**src/rtl/btb_ctrl.sv**
```systemverilog
// BTB sequencer: clears every entry after reset or flush, then turns EX resolutions into BTB writes and redirects.
// Sweep and update writes are registered (one cycle after EX); redirect is combinational; fetch stalls during a sweep.
module btb_ctrl #(
  parameter int INDEX_W = 10,
  parameter int TAG_W   = 20,
  parameter int CNT_W   = 16
) (
  input  logic               i_clk,
  input  logic               i_rstn,
  input  logic               i_flush_req,
  input  logic               i_ex_valid,
  input  logic               i_ex_taken,
  input  logic               i_ex_btb_hit,
  input  logic               i_ex_target_match,
  input  logic [31:0]        i_ex_pc,
  input  logic [31:0]        i_ex_target,
  input  logic [31:0]        i_ex_pc_plus4,
  output logic               o_btb_wren,
  output logic [INDEX_W-1:0] o_btb_waddr,
  output logic [31:0]        o_btb_wtarget,
  output logic [TAG_W:0]     o_btb_wvt,
  output logic               o_redirect,
  output logic [31:0]        o_redirect_pc,
  output logic               o_stall_IF,
  output logic               o_busy,
  output logic [CNT_W-1:0]   o_mispredict_cnt
);

  typedef enum logic [1:0] {S_INIT, S_RUN, S_FLUSH} state_t;

  state_t             state;
  logic [INDEX_W-1:0] sweep_idx;
  logic               mis;
  logic               upd_alloc;
  logic               upd_inval;
  logic [INDEX_W-1:0] ex_idx;
  logic [TAG_W-1:0]   ex_tag;

  assign ex_idx = i_ex_pc[INDEX_W+1:2];
  assign ex_tag = i_ex_pc[31:32-TAG_W];

  assign mis = i_ex_valid & ((i_ex_btb_hit & ~i_ex_taken) |
                             (i_ex_btb_hit & i_ex_taken & ~i_ex_target_match) |
                             (~i_ex_btb_hit & i_ex_taken));

  assign upd_alloc = i_ex_valid & i_ex_taken & (~i_ex_btb_hit | ~i_ex_target_match);
  assign upd_inval = i_ex_valid & i_ex_btb_hit & ~i_ex_taken;

  // Redirect is held at its reset value while reset is asserted, otherwise it tracks EX directly.
  assign o_redirect    = i_rstn & mis;
  assign o_redirect_pc = !i_rstn ? 32'd0 :
                         (mis & i_ex_taken) ? i_ex_target : i_ex_pc_plus4;

  always_ff @(posedge i_clk or negedge i_rstn) begin
    if (!i_rstn) begin
      state            <= S_INIT;
      sweep_idx        <= '0;
      o_btb_wren       <= 1'b0;
      o_btb_waddr      <= '0;
      o_btb_wtarget    <= '0;
      o_btb_wvt        <= '0;
      o_busy           <= 1'b1;
      o_stall_IF       <= 1'b1;
      o_mispredict_cnt <= '0;
    end else begin
      if (mis && (o_mispredict_cnt != {CNT_W{1'b1}}))
        o_mispredict_cnt <= o_mispredict_cnt + 1'b1;

      // Busy follows the state one cycle late so it covers exactly the sweep write cycles.
      o_busy     <= (state != S_RUN);
      o_stall_IF <= (state != S_RUN);

      case (state)
        S_INIT, S_FLUSH: begin
          o_btb_wren    <= 1'b1;
          o_btb_waddr   <= sweep_idx;
          o_btb_wtarget <= '0;
          o_btb_wvt     <= '0;
          sweep_idx     <= sweep_idx + 1'b1;
          if (sweep_idx == {INDEX_W{1'b1}})
            state <= S_RUN;
        end
        S_RUN: begin
          if (i_flush_req) begin
            state      <= S_FLUSH;
            o_btb_wren <= 1'b0;
          end else if (upd_alloc || upd_inval) begin
            o_btb_wren    <= 1'b1;
            o_btb_waddr   <= ex_idx;
            o_btb_wtarget <= i_ex_target;
            o_btb_wvt     <= {upd_alloc, ex_tag};
          end else begin
            o_btb_wren <= 1'b0;
          end
        end
        default: state <= S_INIT;
      endcase
    end
  end

endmodule

```
**config.mk**
```make
export PLATFORM = sky130hd
export DESIGN_NAME = btb_ctrl
export DESIGN_NICKNAME = d
export VERILOG_FILES = /design/src/rtl/btb_ctrl.sv
export SDC_FILE = /design/constraint.sdc
export NUM_CORES = 1
export LEC_CHECK = 0
export CAP_MARGIN = 15
export CELL_PAD_IN_SITES_DETAIL_PLACEMENT = 1
export CELL_PAD_IN_SITES_GLOBAL_PLACEMENT = 2
export CORE_MARGIN = 5
export CORE_UTILIZATION = 21
export DETAILED_ROUTE_END_ITERATION = 10
export GPL_TIMING_DRIVEN = 0
export PLACE_DENSITY_LB_ADDON = 0.1
export SYNTH_ARGS = -nofsm -noshare
export SYNTH_HDL_FRONTEND = slang
export SYNTH_SLANG_ARGS = --single-unit
```
**constraint.sdc**
```tcl
create_clock -name i_clk -period 1.7 [get_ports i_clk]
set_clock_uncertainty 0.05 [all_clocks]
set_input_delay 0.34 -clock i_clk [delete_from_list [all_inputs] [get_ports i_clk]]
set_output_delay 0.34 -clock i_clk [all_outputs]
set_load 0.02 [all_outputs]
```
# After elaboration in Yosys (flattened, before gate mapping)
# Index checks and enable logic that the tools add are counted.
word_totals:
  out_inout_bits: 115
  inputBits: 103
  ff_bits: 93
  wordCells: 60
classes:
  eq_ne: 9
  addsub: 2
  n_mux: 17
  reduce_logical: 7
  n_bitwise: 17
ops:
  columns: ["cell", "n"]
  rows:
  - ["32-bit 2-to-1 mux", 4]
  - ["32-bit one-hot mux with 2 select lines", 1]
  - ["21-bit 2-to-1 mux", 2]
  - ["21-bit one-hot mux with 2 select lines", 1]
  - ["10-bit 2-to-1 mux", 2]
  - ["10-bit one-hot mux with 2 select lines", 1]
  - ["16-bit by 1-bit adder with 16-bit output (second input constant)", 1]
  - ["16-bit inequality test (second input constant)", 1]
  - ["1-bit bitwise AND", 11]
  - ["10-bit by 1-bit adder with 10-bit output (second input constant)", 1]
  - ["10-bit equality test (second input constant)", 1]
  - ["2-bit inequality test (second input constant)", 4]
  - ["2-bit 2-to-1 mux", 2]
  - ["2-bit one-hot mux with 2 select lines", 1]
  - ["1-bit inverter", 3]
  - ["1-bit OR", 3]
  - ["3-bit AND reduction", 1]
  - ["2-bit by 1-bit equality test with 1-bit output (second input constant)", 1]
  - ["2-bit equality test (second input constant)", 1]
  - ["2-bit logical NOT", 1]
  - ["1-bit 2-to-1 mux", 2]
  - ["2-bit by 1-bit inequality test with 1-bit output (second input constant)", 1]
  - ["1-bit one-hot mux with 2 select lines", 1]
  - ["2-bit AND reduction", 1]
  - ["4 further kinds", 4]

# Depth between registers and ports, before layout
# Gate-level depths: netlist of run 1.
logic_depth:
  word_depth: 8
  depth_mapped: 6
  mapped_depth_nobuf: 5

# Worst setup path after synthesis of run 1
# Ideal clock, no wire load.
synth_path:
  path_kind: "register to register"
  from: "register o_mispredict_cnt[0]"
  to: "register o_mispredict_cnt[6]"
  synth_period_minus_slack_ns: 1.811
  arrival_ns: 1.621
  setup_time_ns: 0.139
  slack_ns: -0.111
  required_time_ns: 1.511
  path_stages_with_launch: 7
  n_path_buf: 1
  cell_sequence: "dfrtp_1 ha_1 nand4_1 nor4_1 buf_2 nor4b_1 xor2_1"
synth_between:
  elab_chain_cells: 2
  word_cells_on_any_way: 3
  classes_between: "add/sub (1); eq/ne (1); reduce/logical (1)"
synth_lines:
  columns: ["item", "line", "source"]
  rows:
  - ["start: declaration", "26", "output logic [CNT_W-1:0] o_mispredict_cnt"]
  - ["start signal: assignment", "67", "o_mispredict_cnt <= o_mispredict_cnt + 1'b1;"]
  - ["branches (longest 2 deep; another with 16-bit by 1-bit adder with 16-bit output)", null, null]
# Parallel ways; which one is timed is not known.
# A chain may end at the register's enable or synchronous reset.

# Worst setup path in the final report of run 1
layout_path:
  from: "input port i_ex_target_match"
  to: "output port o_redirect_pc[27]"
layout_between:
  elab_chain_cells: 8
layout_lines:
  columns: ["item", "line", "source"]
  rows:
  - ["start: declaration", "14", "input logic i_ex_target_match,"]
  - ["1-bit inverter", "43", "(i_ex_btb_hit & i_ex_taken & ~i_ex_target_match) |"]
  - ["1-bit bitwise AND", "43", null]
  - ["1-bit OR", "42", "assign mis = i_ex_valid & ((i_ex_btb_hit & ~i_ex_taken) |"]
  - ["1-bit OR", "43", null]
  - ["1-bit bitwise AND", "42", null]
  - ["1-bit bitwise AND", "52", "(mis & i_ex_taken) ? i_ex_target : i_ex_pc_plus4;"]
  - ["32-bit 2-to-1 mux", "52", null]
  - ["32-bit 2-to-1 mux", "51", "assign o_redirect_pc = !i_rstn ? 32'd0 :"]
  - ["end: declaration", "23", "output logic [31:0] o_redirect_pc,"]
# No other way between the ends.

==> summary.txt, run 1 <==
Power
  • Overall Power: 6.63 mW
  • Power per cell area: 820 nW/um^2
  • Leakage Power: 3.87 nW
  • VDD IR max: 0.000390 V

Timing
  • Number of setup violations in the final report: 31
  • Fin crit share: 106%
  • Fmax: 556 MHz
  • Worst Max-Slew Pin Slew: 0.886 ns
  • Hold Fails Final Rpt: 0
  • RSZ-0062 raised after global routing: yes
  • Post-layout min period: 1.80 ns
  • Worst slew margin: 40.7%
  • Worst Setup Slack, final: -0.0972 ns
  • Slew Limit Fails: 0

Die
  • Die W: 151 um
  • Top Ports: 218
  • Row count: 51
  • Die area: 22800 um^2
  • Floorplan core area: 19500 um^2
  • Die height: 151 um
  • Starting Density: 21.4%

Drt
  • Post-DRT Antenna Nets: 0
  • Via-per-instance ratio: 4.47
  • Vias: 4144
  • DRT iter0 DRCs: 121
  • # DRC: 0
  • Router iterations before antenna repair: 4
  • Average wire per standard cell: 19.2 um
  • DRT Wirelength: 17800 um

Run status
  • Outcome: finished, violations left
  • Failing checks: negative setup slack

Finish
  • ANT cells: 0
  • Share of cells above drive strength 1: 32.7%
  • Area grow syn2layout: 93.1%
  • Finished Layout Cells: 928
  • Fin nets: 763
  • Post-layout util: 41.4%

Synthesis
  • Average cell area after synthesis: 10.5 um^2
  • Predominant post-synthesis flop cell: dfrtp_1
  • Synth unique cells: 36
  • Yosys warnings: 0
  • Netlist Area Pre-Place: 4180 um^2
  • Register area share after synthesis: 55.7%
  • Post-synth EDFFs: 0
  • Cells after Synth: 397
  • Post-synth ARST share: 100%
  • Mapped Nets: 502
  • Synth Register Bits: 93

Placed design
  • Routability cong.: 0.732
  • Final HPWL from detailed placement: 12800 um
  • Port buffer count: 215
  • Post-placement cell count: 878

Clocking
  • CTS clk-pin slew, worst paths: 0.07 ns
  • CTS tree: yes
  • Clock sink count: 93
  • Clock Path Buffers: 2
  • Root buf cell: clkbuf_16
  • H-tree depth: 3
  • Clk_lat worst skew: 0.35 ns
  • Total CTS buffers: 9

Worst setup path
  • Slowest-stage cell, CP: and3_4
  • Startpoint types: primary input
  • Worst-path maximum fanout: 8
  • Setup crit end kind: output pin
  • CP cell instances: buf_8, nand2_4, and3_4, clkbuf_16, nand2_4, a21oi_4, buf_6
  • Slowest cell delay on critical path: 0.33 ns
  • Critical Path AT: 1.41 ns
  • Critical Path RT: 1.31 ns
  • CP most frequent cell: nand2_4
  • CP Class: in2out

Hold path
  • Worst hold path class: reg2reg

Run
  • Max-Cap Viols: 0

Global route
  • First-pass GRT wire length: 27100 um
  • Antenna violations before repair: 1
  • Tot GR Track Use: 15.8%
  • Largest net degree at the start of global routing: 51
  • GR Overflow Total: 0
  • Vias in the first global route: 4652
where the power goes:
part	total, mW	internal, mW	switching [mW]
Clock	1.94	1.03	0.903
Combinational	1.94	0.976	0.960
Sequential	2.76	2.48	0.278
Total	6.63	4.49	2.14
flip-flops by register name, summed over array words and instances, names as in the netlist:
register	flops
o_btb_wvt	21
o_btb_wren	1
o_mispredict_cnt	16
state	2
sweep_idx	10
o_btb_wtarget	32
o_btb_waddr	10
o_busy	1
Yosys cell counts (4+ instances only):
master    number  share of area [%]
nand2_1       87                7.8
buf_2          9                1.1
nand4_1        7                1.0
clkbuf_1      17                1.5
dfrtp_1       92                 55
a21oi_1       32                3.8
nor2_1         5               0.45
nor4_1         4               0.60
o21ai_0       12                1.4
a22o_1        53                 11
mux2i_1       10                2.4
xor2_1        17                3.6
xnor2_1        7                1.5
nand3_1        7               0.84
nor3_1         7               0.84
timing repair:
item / CTS / global route
pin swaps: 67 / 51
cloned: 6 / 0
setup endpoints to repair: 193 / 105
hold buffers: 2 / 0
hold endpoints to repair: 92 / 0
buffers inserted: 15 / 15
resized for setup: 420 / 64
path summary, 6_finish.rpt:
check	startpoint	endpoint	slack [ns]	cells past startpoint
max	i_ex_target_match	o_redirect_pc[27]	-0.1	7
max in group asynchronous	i_rstn	o_busy	0.20	3
min in group asynchronous	i_rstn	o_btb_wtarget[5]	0.62	2
min reg2reg	o_btb_waddr[9]	o_btb_waddr[9]	0.42	2
max reg2reg	o_mispredict_cnt[12]	o_mispredict_cnt[6]	0.01	6
min	o_btb_waddr[9]	o_btb_waddr[9]	0.42	2
cell usage in the layout, fill, tap and decap left out, types with 6 or more instances in the layout:
cell type | netlist | layout
dfrtp_2 | 0 | 10
a21oi_4 | 0 | 11
xor2_1 | 17 | 17
o21ai_0 | 12 | 11
buf_4 | 1 | 37
dlygate4sd2_1 | 0 | 81
nand2_4 | 0 | 29
nor4_4 | 1 | 7
clkbuf_8 | 0 | 6
a21oi_2 | 0 | 19
clkbuf_4 | 0 | 8
a22o_1 | 53 | 53
clkbuf_16 | 0 | 13
nand4_1 | 7 | 7
clkdlybuf4s50_1 | 0 | 94
mux2i_1 | 10 | 10
buf_6 | 1 | 30
xnor2_1 | 7 | 7
dfrtp_1 | 92 | 82
nand2_1 | 87 | 56
metrics by stage:
| step | cell area, um^2 | TNS [ns] | hold slack, ns | worst slack (ns) |
|---|---|---|---|---|
| after floorplan | 4320 | 0 | -0.00559 | 0.0106 |
| after global placement | 6800 | -548.50 | 0.410 | -5.08 |
| after detailed placement | 6830 | -94.42 | 0.360 | -1.33 |
| after CTS | 7740 | -3.32 | 0.429 | -0.128 |
| after global routing | 8080 | -3.14 | 0.454 | -0.124 |
| final | 8080 | -1.44 | 0.423 | -0.0972 |
final cells by class:
type	instances	area (um^2)
repair buffers	253	2480
plain buffers	25	272
inverters	2	11.3
clock buffers	11	243
fillers	2129	11400
flip-flops and latches	93	2340
well taps	265	332
multi-input cells	274	2360
clock inverters	5	36.3
critical path, delay by kind of cell:
family	cells	cell delay, ns
buffers and inverters	3	0.46
AOI/OAI and AO/OA	1	0.15
and+or+nand+nor	3	0.45
cells by family after synthesis:
group                    count (synthesis)  synth area share, %
AO/OA/AOI/OAI                           99                 16.8
XOR/XNOR                                24                 5.02
adder cells (fa/ha/maj)                  2                0.598
buffers and inverters                   30                 3.23
flip-flops                              93                 55.7
multiplexers                            12                 2.93
AND/OR/NAND/NOR                        137                 15.8
metal layers:
| metal | GRT usage (%) | part of all wire, % | vias up |
|---|---|---|---|
| met1 | 17.7 | 38 | 2052 |
| met2 | 27.6 | 52 | 132 |
| met3 | 6.40 | 8.5 | 17 |
| met5 | 0 | 0.039 | - |
| met4 | 4.71 | 1.5 | 2 |
| li1 | - | - | 1941 |
No activity file was read; power rests on OpenSTA's default activity.
==> inputs of run 2 (changes only) <==
--- a/config.mk
+++ b/config.mk
@@ -8,7 +8,7 @@
 export CAP_MARGIN = 15
 export CELL_PAD_IN_SITES_DETAIL_PLACEMENT = 1
 export CELL_PAD_IN_SITES_GLOBAL_PLACEMENT = 2
-export CORE_MARGIN = 5
+export CORE_MARGIN = 2
 export CORE_UTILIZATION = 21
 export DETAILED_ROUTE_END_ITERATION = 10
 export GPL_TIMING_DRIVEN = 0
==> run 2 against run 1 <==
Compared with the run above: the flow still finishes with violations (negative setup slack); final area is 1.3% lower; worst setup slack worse by 0.013 ns; non-clock buffer count is 8 lower; first-iteration DRC count is 4.1% lower; highest routed layer unchanged; largest cell class unchanged; critical endpoint is now o_mispredict_cnt[13]; fmax shrank 0.73%.
==> summary.txt, run 2 (synthesized netlist as in run 1, its figures left out) <==
Worst setup path
  • CP Class: reg2reg
  • Setup crit end kind: flop
  • Critical Path RT: 1.87 ns
  • Startpoint types: flop
  • Slowest-stage cell, CP: dfrtp_2
  • Critical Path AT: 1.99 ns
  • CP most frequent cell: nor4_4
  • Slowest cell delay on critical path: 0.40 ns
  • Crit path max-delay family: simple AND/OR/NAND/NOR gates
  • Buf/Inv on CP: 2
  • Worst-path maximum fanout: 5
  • CP cell instances: ha_4, nand4_1, buf_4, nor4_4, buf_6, nor4_4, xor2_1

Placed design
  • Routability cong.: 0.747
  • Place WS: -1.27 ns
  • Port buffer count: 215
  • Final HPWL from detailed placement: 12100 um

Global route
  • Met1 Usage GRT: 18.4%
  • GR Overflow Total: 0
  • First-pass GRT wire length: 26200 um
  • GR Util met2: 27.5%
  • Largest net degree at the start of global routing: 57
  • GRT busiest layer: met2
  • Vias in the first global route: 4498
  • Tot GR Track Use: 16.0%
  • Grt met3 use: 6.16%
  • Antenna violations before repair: 2

Timing
  • Fmax: 552 MHz
  • Slew Limit Fails: 0
  • Final hold slack: 0.423 ns
  • Final TNS setup: -2.07 ns
  • Worst Max-Slew Pin Slew: 0.465 ns
  • Hold Fails Final Rpt: 0
  • Worst Setup Slack, final: -0.110 ns
  • Fin crit share: 106%
  • Number of setup violations in the final report: 41
  • Worst slew margin: 69.0%
  • RSZ-0062 raised after global routing: yes
  • Post-layout min period: 1.81 ns

Clocking
  • Root buf cell: clkbuf_16
  • CTS tree: yes
  • CTS clk-pin slew, worst paths: 0.07 ns
  • Total CTS buffers: 9
  • Clk_lat worst skew: 0.35 ns
  • H-tree depth: 3
  • Clock sink count: 93
  • Clock Path Buffers: 2

Run status
  • Failing checks: negative setup slack
  • Outcome: finished, violations left

Finish
  • Max reg flops: 32
  • Area grow syn2layout: 90.6%
  • ANT cells: 0
  • Biggest register: o_btb_wtarget
  • Biggest regs: o_btb_wtarget x32, o_btb_wvt x21, o_mispredict_cnt x16
  • Fin nets: 755
  • Most frequent cells in the layout: clkdlybuf4s50_1, dfrtp_1, dlygate4sd2_1, a22o_1, nand2_1
  • Share of cells above drive strength 1: 31.5%
  • Fillers: 2173
  • Commonest non-fill, non-tap cell in the layout: clkdlybuf4s50_1

Drt
  • Post-DRT Antenna Nets: 0
  • Average wire per standard cell: 18.4 um
  • Vias: 4069
  • DRT iter0 DRCs: 116
  • # DRC: 0
  • DRT Wirelength: 16900 um
  • Router iterations before antenna repair: 4
  • Via-per-instance ratio: 4.42

Die
  • Floorplan core area: 19500 um^2
  • Starting Density: 21.4%
  • Die W: 145 um
  • Top Ports: 218
  • Row count: 51
  • Die area: 21100 um^2
  • Die height: 145 um

Power
  • Power per cell area: 838 nW/um^2
  • VDD IR max: 0.000359 V
  • Leakage Power: 3.83 nW

Hold path
  • Worst hold path class: reg2reg

Run
  • Max-Cap Viols: 0
-- run 2: changes by cell type in the layout (fill, tap and decap cells not counted), moves of 3 or more --
cell / before / now
a21oi_2: 19 / 26
a21oi_4: 11 / 4
buf_12: 0 / 5
buf_2: 4 / 1
buf_4: 37 / 32
clkbuf_8: 6 / 3
dfrtp_1: 82 / 87
dfrtp_2: 10 / 5
nand2_1: 56 / 52
nand2_2: 2 / 5
nor3_2: 0 / 3
-- run 2: report_power, final --
group,switching (mW),internal (mW)
Combinational,0.919,0.952
Sequential,0.276,2.47
Clock,0.912,1.15
Total,2.11,4.57
-- run 2: cell type report --
cell class	instances	area [um^2]	share of cell area [%]
inverter	2	7.51	0.0941
clock inverter	5	61.3	0.769
timing repair buffer	243	2400	30.1
sequential	93	2330	29.3
multi-input combinational	274	2290	28.7
buffer	27	317	3.97
clock buffer	11	233	2.92
tap	265	332	4.16
-- run 2: timing repair --
action / CTS / global route
pin swaps: 14 / 64
endpoints found under the hold margin: 37 / 0
buffers inserted: 15 / 4
resized for setup: 370 / 99
cloned: 4 / 2
hold buffers: 2 / 0
setup endpoints to repair: 193 / 105
-- run 2: metrics by stage --
step	total power, mW	instance area [um^2]	util (%)	std cells
floorplan	3.49	4320	-	397
global placement	4.39	6800	34.8	877
detailed placement	4.43	6830	35.0	878
CTS	6.63	7540	38.6	914
global route	7.05	7980	40.8	920
finish	6.68	7980	40.8	920
-- run 2: path summary, 6_finish.rpt --
path | startpoint | endpoint | slack (ns) | cells past startpoint
worst min register to register | o_btb_waddr[0] | o_btb_waddr[0] | 0.42 | 2
worst max-delay path | o_mispredict_cnt[1] | o_mispredict_cnt[13] | -0.11 | 7
max in group asynchronous | i_rstn | o_busy | 0.65 | 3
worst max register to register | o_mispredict_cnt[1] | o_mispredict_cnt[13] | -0.11 | 7
worst min-delay path | o_btb_waddr[0] | o_btb_waddr[0] | 0.42 | 2
min in group asynchronous | i_rstn | o_btb_waddr[4] | 0.63 | 3
-- run 2: worst min-delay path: stages, from the launching register on --
cell and delay, ns:
dfrtp_1 0.34, nand2_1 0.04, o21ai_0 0.06
-- run 2: per-layer routing --
layer,up-vias,part of all wire (%)
met5,-,0.065
met4,2,1.3
met3,18,8.5
met2,133,50
met1,2007,40
li1,1909,-
